`config.mk`:
```
export PLATFORM = sky130hd
export DESIGN_NAME = uart_tx_buffered_flat
export DESIGN_NICKNAME = d
export VERILOG_FILES = /design/src/rtl/uart_tx_buffered_if.sv /design/src/rtl/uart_tx_buffered.sv /design/src/flat_wrapper.sv
export SDC_FILE = /design/constraint.sdc
export NUM_CORES = 1
export LEC_CHECK = 0
export ABC_AREA = 0
export BUFFER_PORTS_ARGS = -buffer_cell sky130_fd_sc_hd__buf_2
export CAP_MARGIN = 10
export CORE_UTILIZATION = 53
export CTS_BUF_LIST = sky130_fd_sc_hd__clkbuf_4 sky130_fd_sc_hd__clkbuf_8 sky130_fd_sc_hd__clkbuf_16
export DETAILED_ROUTE_END_ITERATION = 10
export PLACE_DENSITY = 0.73
export SETUP_SLACK_MARGIN = 0.02
export SYNTH_ARGS = -nofsm -noshare
export SYNTH_HDL_FRONTEND = slang
export SYNTH_SLANG_ARGS = --single-unit
```
`constraint.sdc`:
```
create_clock -name sysclk -period 10.77 [get_ports sysclk]
set_input_delay 2.154 -clock sysclk [delete_from_list [all_inputs] [get_ports sysclk]]
set_output_delay 2.154 -clock sysclk [all_outputs]
set_load 0.005 [all_outputs]
```
`src/rtl/uart_tx_buffered_if.sv`:
```
`default_nettype none
// +----------------------------------------------------------------------+
// | uart_tx_buffered_if : register-write side and status/line of the TX  |
// | Rev 1.0                                                              |
// +----------------------------------------------------------------------+
interface uart_tx_buffered_if;
  logic [7:0] UART_TXD;
  logic       TX_EN;
  logic       TX_STATUS;
  logic       UART_TX;
  logic       tx_busy;
  logic [4:0] tx_count;
  logic       tx_overflow;

  modport master (
    output UART_TXD, TX_EN,
    input  TX_STATUS, UART_TX, tx_busy, tx_count, tx_overflow
  );

  modport slave (
    input  UART_TXD, TX_EN,
    output TX_STATUS, UART_TX, tx_busy, tx_count, tx_overflow
  );
endinterface
`default_nettype wire

```
`src/rtl/uart_tx_buffered.sv`:
```
`default_nettype none
// +----------------------------------------------------------------------+
// | uart_tx_buffered : FIFO-buffered 8N1 UART transmitter (8E1 when the  |
// | UART_TX_PARITY_EN macro is defined).                   Rev 1.0       |
// +----------------------------------------------------------------------+
module uart_tx_buffered #(
  parameter int CLKS_PER_BIT = 10417,
  parameter int FIFO_DEPTH   = 4
) (
  input  logic              sysclk,
  input  logic              reset,
  uart_tx_buffered_if.slave bus
);
  localparam int          PTR_W     = (FIFO_DEPTH > 1) ? $clog2(FIFO_DEPTH) : 1;
  localparam logic [15:0] LAST_CNT  = 16'(CLKS_PER_BIT - 1);
  localparam logic [4:0]  DEPTH_CNT = 5'(FIFO_DEPTH);

  typedef enum logic [2:0] {
    S_IDLE   = 3'd0,
    S_START  = 3'd1,
    S_DATA   = 3'd2,
`ifdef UART_TX_PARITY_EN
    S_PARITY = 3'd3,
`endif
    S_STOP   = 3'd4
  } state_t;

  state_t           state, state_n;
  logic [15:0]      bit_cnt, bit_cnt_n;
  logic [2:0]       bit_idx, bit_idx_n;
  logic [7:0]       shreg, shreg_n;
  logic             line, line_n;
  logic             pop;

  logic [7:0]       mem [FIFO_DEPTH];
  logic [PTR_W-1:0] wr_ptr, rd_ptr;
  logic [4:0]       count;
  logic             overflow;
  logic             en_d;
  logic             push, push_ok, full, empty, bit_done;
  logic [7:0]       head;
`ifdef UART_TX_PARITY_EN
  logic             par, par_n;
`endif

  assign push     = bus.TX_EN & ~en_d;
  assign full     = (count == DEPTH_CNT);
  assign empty    = (count == 5'd0);
  // A full FIFO still accepts a byte when the same edge frees a slot.
  assign push_ok  = push & (~full | pop);
  assign head     = mem[rd_ptr];
  assign bit_done = (bit_cnt == LAST_CNT);

  always_ff @(posedge sysclk) begin
    if (reset) begin
      en_d     <= 1'b0;
      wr_ptr   <= '0;
      rd_ptr   <= '0;
      count    <= 5'd0;
      overflow <= 1'b0;
    end else begin
      en_d <= bus.TX_EN;
      if (pop)
        rd_ptr <= rd_ptr + PTR_W'(1);
      if (push_ok)
        wr_ptr <= wr_ptr + PTR_W'(1);
      if (push && !push_ok)
        overflow <= 1'b1;
      if (push_ok && !pop)
        count <= count + 5'd1;
      else if (!push_ok && pop)
        count <= count - 5'd1;
    end
  end

  always_ff @(posedge sysclk) begin
    if (!reset && push_ok)
      mem[wr_ptr] <= bus.UART_TXD;
  end

  always_ff @(posedge sysclk) begin
    if (reset) begin
      state   <= S_IDLE;
      bit_cnt <= 16'd0;
      bit_idx <= 3'd0;
      shreg   <= 8'd0;
      line    <= 1'b1;
`ifdef UART_TX_PARITY_EN
      par     <= 1'b0;
`endif
    end else begin
      state   <= state_n;
      bit_cnt <= bit_cnt_n;
      bit_idx <= bit_idx_n;
      shreg   <= shreg_n;
      line    <= line_n;
`ifdef UART_TX_PARITY_EN
      par     <= par_n;
`endif
    end
  end

  always_comb begin
    state_n   = state;
    bit_cnt_n = bit_cnt;
    bit_idx_n = bit_idx;
    shreg_n   = shreg;
    line_n    = line;
    pop       = 1'b0;
`ifdef UART_TX_PARITY_EN
    par_n     = par;
`endif
    if (!bit_done)
      bit_cnt_n = bit_cnt + 16'd1;
    else
      bit_cnt_n = 16'd0;

    case (state)
      S_IDLE: begin
        bit_cnt_n = 16'd0;
        line_n    = 1'b1;
        pop       = ~empty;
      end
      S_START: begin
        if (bit_done) begin
          bit_idx_n = 3'd0;
          line_n    = shreg[0];
          state_n   = S_DATA;
        end
      end
      S_DATA: begin
        if (bit_done) begin
          if (bit_idx == 3'd7) begin
`ifdef UART_TX_PARITY_EN
            line_n  = par;
            state_n = S_PARITY;
`else
            line_n  = 1'b1;
            state_n = S_STOP;
`endif
          end else begin
            bit_idx_n = bit_idx + 3'd1;
            shreg_n   = {1'b0, shreg[7:1]};
            line_n    = shreg[1];
          end
        end
      end
`ifdef UART_TX_PARITY_EN
      S_PARITY: begin
        if (bit_done) begin
          line_n  = 1'b1;
          state_n = S_STOP;
        end
      end
`endif
      S_STOP: begin
        if (bit_done) begin
          pop     = ~empty;
          state_n = S_IDLE;
        end
      end
      default: begin
        state_n   = S_IDLE;
        bit_cnt_n = 16'd0;
        line_n    = 1'b1;
      end
    endcase

    // Loading the head byte starts a frame from either IDLE or the end of STOP.
    if (pop) begin
      shreg_n   = head;
      line_n    = 1'b0;
      bit_cnt_n = 16'd0;
      bit_idx_n = 3'd0;
      state_n   = S_START;
`ifdef UART_TX_PARITY_EN
      par_n     = ^head;
`endif
    end
  end

  assign bus.UART_TX     = line;
  assign bus.TX_STATUS   = ~full;
  assign bus.tx_busy     = (state != S_IDLE);
  assign bus.tx_count    = count;
  assign bus.tx_overflow = overflow;
endmodule
`default_nettype wire

```
`src/flat_wrapper.sv`:
```
// flat-port wrapper written by rule: the top's interface ports become plain ports
module uart_tx_buffered_flat 
#(
  parameter int CLKS_PER_BIT = 10417,
  parameter int FIFO_DEPTH   = 4
)
  (sysclk, reset, bus_UART_TXD, bus_TX_EN, bus_TX_STATUS, bus_UART_TX, bus_tx_busy, bus_tx_count, bus_tx_overflow);
  uart_tx_buffered_if bus_i ();
  input  logic sysclk;
  input  logic reset;
  input wire logic [$bits(bus_i.UART_TXD)-1:0] bus_UART_TXD;
  input wire logic [$bits(bus_i.TX_EN)-1:0] bus_TX_EN;
  output wire logic [$bits(bus_i.TX_STATUS)-1:0] bus_TX_STATUS;
  output wire logic [$bits(bus_i.UART_TX)-1:0] bus_UART_TX;
  output wire logic [$bits(bus_i.tx_busy)-1:0] bus_tx_busy;
  output wire logic [$bits(bus_i.tx_count)-1:0] bus_tx_count;
  output wire logic [$bits(bus_i.tx_overflow)-1:0] bus_tx_overflow;
  assign bus_i.UART_TXD = bus_UART_TXD;
  assign bus_i.TX_EN = bus_TX_EN;
  assign bus_TX_STATUS = bus_i.TX_STATUS;
  assign bus_UART_TX = bus_i.UART_TX;
  assign bus_tx_busy = bus_i.tx_busy;
  assign bus_tx_count = bus_i.tx_count;
  assign bus_tx_overflow = bus_i.tx_overflow;
  uart_tx_buffered #(.CLKS_PER_BIT(CLKS_PER_BIT), .FIFO_DEPTH(FIFO_DEPTH)) u_core (.sysclk(sysclk), .reset(reset), .bus(bus_i));
endmodule
```
Word-level counts from Yosys, hierarchy flattened
Memory sizes are Yosys's and may differ from the RTL's. A register that Yosys moved wholly into a read port is not among the register bits.
Cells that the tools add are included.
{ "word_totals": {"reg_bits": 42, "mem_bits_rw": 32, "in_bits": 11, "output_inout_bits": 9, "memories": 1} }
{ "op_classes": {"addsub": 6, "eq_ne": 18, "n_mux": 26, "bitwise_logic": 8, "reduce_logical": 22} }
{ "memory_table": {"columns": ["memory", "depth", "word_bits", "read_ports", "rd_ports_with_merged_regs", "write_ports", "line", "text"], "rows": [
  ["u_core.mem", 4, 8, 1, 1, 1, "uart_tx_buffered.sv:35", "logic [7:0] mem [FIFO_DEPTH];"]
]} }
{ "op_table": {"columns": ["cell", "n"], "rows": [
  ["8-bit 2-to-1 mux", 4],
  ["3-bit 2-to-1 mux", 6],
  ["16-bit by 1-bit adder with 16-bit output (second input constant)", 1],
  ["16-bit by 14-bit == test with 1-bit output (second input constant)", 1],
  ["2-bit by 1-bit inequality test with 1-bit output (second input constant)", 7],
  ["3-bit by 1-bit inequality test with 1-bit output (second input constant)", 4],
  ["3-bit one-hot mux with 4 select lines", 1],
  ["5-bit 2-to-1 mux", 2],
  ["5-bit AND reduction", 2],
  ["1-bit 2-to-1 mux", 8],
  ["2-bit nonzero test", 4],
  ["3-bit == test (second input constant)", 2],
  ["3-bit one-hot mux with 2 select lines", 1],
  ["3-bit AND reduction", 2],
  ["5-bit by 1-bit adder with 5-bit output (second input constant)", 1],
  ["5-bit by 3-bit == test with 1-bit output (second input constant)", 1],
  ["5-bit zero test", 1],
  ["1-bit inverter", 5],
  ["5-bit by 1-bit subtractor with 5-bit output (second input constant)", 1],
  ["2-bit by 1-bit adder with 2-bit output (second input constant)", 2],
  ["1-bit logical AND", 4],
  ["2-bit 2-to-1 mux", 2],
  ["4-bit AND reduction", 1],
  ["4-bit OR reduction", 1],
  ["13 further kinds", 16]
]} }

Logic depth before layout (Yosys ltp)
{ "depth": {"depth_word": 10, "depth_mapped": 16, "depth_no_buf": 14} }

Worst setup path after synthesis
OpenSTA, ideal clock, no wires.
{ "synth_path": {"path_type": "input to register", "start": "in bus_TX_EN", "end": "reg u_core.count[4], in the netlist u_core.bus.tx_count[4]", "arrival_time_ns": 4.274, "required_time_ns": 10.649, "path_slack_ns": 6.375, "stages": 11, "n_path_buf": 0, "cell_sequence": "nand2b_1 a311o_2 inv_1 ha_1 inv_1 ha_1 nor2b_1 o21a_1 or3_1 a21oi_1 mux2_2"} }
{ "synth_between": {"elab_chain_cells": 5} }
{ "synth_rtl": {"columns": ["element", "line", "text"], "rows": [
  ["start, declared", "flat_wrapper.sv:12", "input wire logic [$bits(bus_i.TX_EN)-1:0] bus_TX_EN;"],
  ["1-bit bitwise AND (*)", "uart_tx_buffered.sv:46", "assign push = bus.TX_EN & ~en_d;"],
  ["1-bit bitwise AND (*)", "uart_tx_buffered.sv:50", "assign push_ok = push & (~full | pop);"],
  ["1-bit zero test", "uart_tx_buffered.sv:71", "else if (!push_ok && pop)"],
  ["1-bit logical AND", "uart_tx_buffered.sv:71", null],
  ["2-bit nonzero test (no source line)", null, null],
  ["end signal, assigned", "uart_tx_buffered.sv:70", "count <= count + 5'd1;"],
  ["end signal, assigned", "uart_tx_buffered.sv:72", "count <= count - 5'd1;"],
  ["end, declared", "uart_tx_buffered.sv:37", "logic [4:0] count;"]
]} }
Every way passes the cells marked *; elsewhere a longest branch is shown, timed or not.
A chain may end at the register's enable or synchronous reset.

Worst setup path in the final report
{ "layout_path": {"start": "reg u_core.bit_cnt[0]", "end": "reg u_core.count[4], in the netlist u_core.bus.tx_count[4]"} }
{ "layout_between": {"elab_chain_cells": 8} }
{ "layout_rtl": {"columns": ["element", "line", "text"], "rows": [
  ["start, declared", "uart_tx_buffered.sv:29", "logic [15:0] bit_cnt, bit_cnt_n;"],
  ["start signal, assigned", "uart_tx_buffered.sv:93", "bit_cnt <= bit_cnt_n;"],
  ["16-bit by 14-bit == test with 1-bit output (*)", "uart_tx_buffered.sv:52", "assign bit_done = (bit_cnt == LAST_CNT);"],
  ["1-bit 2-to-1 mux (*)", "uart_tx_buffered.sv:157", "if (bit_done) begin"],
  ["1-bit one-hot mux with 2 select lines (*)", "uart_tx_buffered.sv:118", "case (state)"],
  ["1-bit bitwise OR", "uart_tx_buffered.sv:50", null],
  ["1-bit bitwise AND", "uart_tx_buffered.sv:50", null],
  ["1-bit zero test", "uart_tx_buffered.sv:71", null],
  ["1-bit logical AND", "uart_tx_buffered.sv:71", null],
  ["2-bit nonzero test (no source line)", null, null]
]} }
Marks and branches as above.

==> impl_metrics.ini <==
[grt]
overflow = 0
grt_usage = 0.196
antenna_found_initial = 0
grt_max_degree = 27
grt_pass1_vias = 2038
grt_pass1_wl_mm = 9.49

[worst_setup_path]
critical_path_class = reg2reg
critical_path_arrival_ns = 4.58
crit_buf_inv = 3
slowest_stage = o41ai_1
slowest_delay_ns = 0.61
end_kind = register
critPathRequiredTime_ns = 11.01
cp-start-kind = register
crit_fanout = 13
cp_cell_sequence = inv_1, ha_1, or3b_2, o41ai_1, and2_1, inv_1, ha_1, inv_1, ha_1, nor2b_1, o21a_1, or3_1, a21oi_1, mux2_2
path_delay_family = simple AND/OR/NAND/NOR gates

[clock_tree]
clk_pin_slew_ns = 0.08
clock_latency_ns = 0.35
cts-root-buf = clkbuf_8
post-cts-setup-buffers = 0
cts_tree = done
h-tree-depth = 3
ctsResizeCount = 0
clock_sinks = 76
cts_buffers = 9
clockBufferDepth = 2
cts_hold_buf = 0

[timing]
maxSlewHeadroom = 0.575
fmax_mhz = 231
rsz0062_at_grt = false
post-route-period-util = 0.403
setup_ws_ns = 6.43
slew_viol_final = 0
fin_skew_ns = 0.00370
worst_pin_slew_ns = 0.632
setup_tns_ns = 0
setup_violations = 0
finalHoldViolCount = 0
min_period_ns = 4.34

[routing]
vias = 2178
first_pass_iters = 5
initialDrtViolationCount = 104
vias_per_cell = 5.56
wl_mm = 5.81
ant_nets = 0
avgRoutedWirePerCell_um = 14.8
drcViolationCount = 0

[status]
outcome = complete, no violations

[power_and_ir_drop]
vdd_drop_max_mv = 0.154
power_switching_share = 0.320
power_density_nw_per_um2 = 217
power_switching_mw = 0.255
p_int_mw = 0.543
power.leakage_nw = 1.31
finalPower_mw = 0.798
p_seq_frac = 0.462
pwr-share-comb = 0.264
clkPwrFrac = 0.274

[synth]
ys_seq_area_frac = 0.547
syn_nets = 320
synth_area_um2 = 3370
synth_ff_type = dfxtp_1
synth-seq-cells = 76
synth-edff-count = 32
synth_cell_types = 49
syn_area_per_cell_um2 = 11.4
syn_inst = 295
yosysWarnings = 0
async_reset_ff_frac = 0

[hold_path]
hp-class = reg2reg

[placed_design]
dp_hpwl_mm = 3.83
gp_congestion = 0.717
port_buffers = 19
dpl_worst_slack_ns = 6.15

[floorplanning]
floorplan.initialDensity = 0.559
fp.dieW_um = 81.7
dieArea_um2 = 6670
die-height_um = 81.7
num_io_pins = 20
rows = 28
core_area_um2 = 6030

[finish]
fin_nets = 337
drive_gt1_frac = 0.170
antenna_cells = 0
synthToLayoutAreaGrowth_pct = 9.11

[job]
max_cap_violations = 0
logic make-up (layout without fill, tap and decap cells):
| logic type | after synthesis | after routing | synth area share |
|---|---|---|---|
| adders and majority gates | 14 | 14 | 0.0543 |
| muxes | 13 | 13 | 0.0691 |
| DFF | 76 | 76 | 0.547 |
| and+or+nand+nor | 108 | 108 | 0.167 |
| AOI/OAI and AO/OA | 36 | 36 | 0.0680 |
| xor gates and xnor gates | 21 | 21 | 0.0546 |
| buffers and inverters | 27 | 49 | 0.0401 |
layout by cell type (no fill, tap or decap), types with 3 or more instances in the layout:
cell      Yosys  layout
nor2_1       45      45
dfxtp_1      44      44
edfxtp_1     32      32
buf_2         1      19
a21oi_1      16      16
inv_1        14      14
nand3_1      14      14
xor2_1       13      13
ha_1         13      13
nand2_1       9       9
clkbuf_8      1       9
nor3_1        8       8
mux4_2        8       8
xnor2_1       8       8
and2_1        5       5
a22oi_1       5       5
nor2b_1       4       4
o21ai_0       4       4
or3_1         3       3
nand2b_1      3       3
mux2i_1       3       3
nand4_1       3       3
clkinv_4      0       3
final timing paths:
path                                              from                      to  slack [ns]  cells after the start
worst max-delay path                 u_core.bit_cnt[0]  u_core.bus.tx_count[4]        6.43                     14
worst min-delay path            u_core.bus.tx_overflow  u_core.bus.tx_overflow        0.47                      2
worst max register to register       u_core.bit_cnt[0]  u_core.bus.tx_count[4]        6.43                     14
worst min register to register  u_core.bus.tx_overflow  u_core.bus.tx_overflow        0.47                      2
routing by layer:
layer,GRT usage,vias to the layer above,part of all wire
met1,0.254,1048,0.47
li1,-,1082,-
met2,0.306,38,0.48
met3,0.0467,10,0.028
met4,0.105,0,0.017
met5,0,-,0
final cells by class:
| class | instances | area [um^2] |
|---|---|---|
| multi-input cells | 192 | 1390 |
| inverters | 14 | 52.6 |
| repair buffers | 19 | 95.1 |
| clock buffers | 9 | 124 |
| flip-flops and latches | 76 | 1840 |
| clock inverters | 7 | 76.3 |
| fillers | 498 | 2350 |
| well taps | 75 | 93.8 |
tightest hold or removal path: cells and delay by family (launching register included):
family,cells,cell delay (ns)
and+or+nand+nor,1,0.07
AOI/OAI and AO/OA,1,0.04
DFF,1,0.33
state kept, by name, indices dropped and copies added (netlist names), named ones only:
signal and count:
u_core.rd_ptr 2, u_core.en_d 1, u_core.mem 32, u_core.wr_ptr 2
u_core.bus.UART_TX 1, u_core.bit_cnt 16, u_core.state 3, u_core.bus.tx_overflow 1
u_core.shreg 8, u_core.bus.tx_count 5, u_core.bit_idx 3
per-stage QoR:
stage                     hold slack, ns   util  cell area (um^2)  std cells
after global routing               0.502  0.609              3670        392
after global placement             0.455  0.576              3470        376
after CTS                          0.475  0.609              3670        392
after detailed placement           0.462  0.576              3470        376
final                              0.472  0.609              3670        392
after floorplan                    0.442      -              3370        295
power by group through the flow:
stage	sequential, mW	combinational, mW	clock, mW
finish	0.369	0.211	0.218
floorplan	0.359	0.176	0
global route	0.374	0.238	0.236
CTS	0.369	0.211	0.224
detailed placement	0.376	0.207	0
global placement	0.375	0.202	0
cells in the mapped netlist (all sizes together) (5+ instances only):
cell    count  share of area
a21oi      16          0.024
a22oi       5          0.011
and2        5         0.0093
buf         6          0.014
clkbuf      7          0.011
dfxtp      44           0.26
edfxtp     32           0.29
ha         13          0.048
inv        14          0.016
mux4        8          0.054
nand2       9          0.010
nand3      14          0.021
nor2       46          0.052
nor3        8          0.012
xnor2       8          0.021
xor2       13          0.034
(Power assumes the default switching activity.)
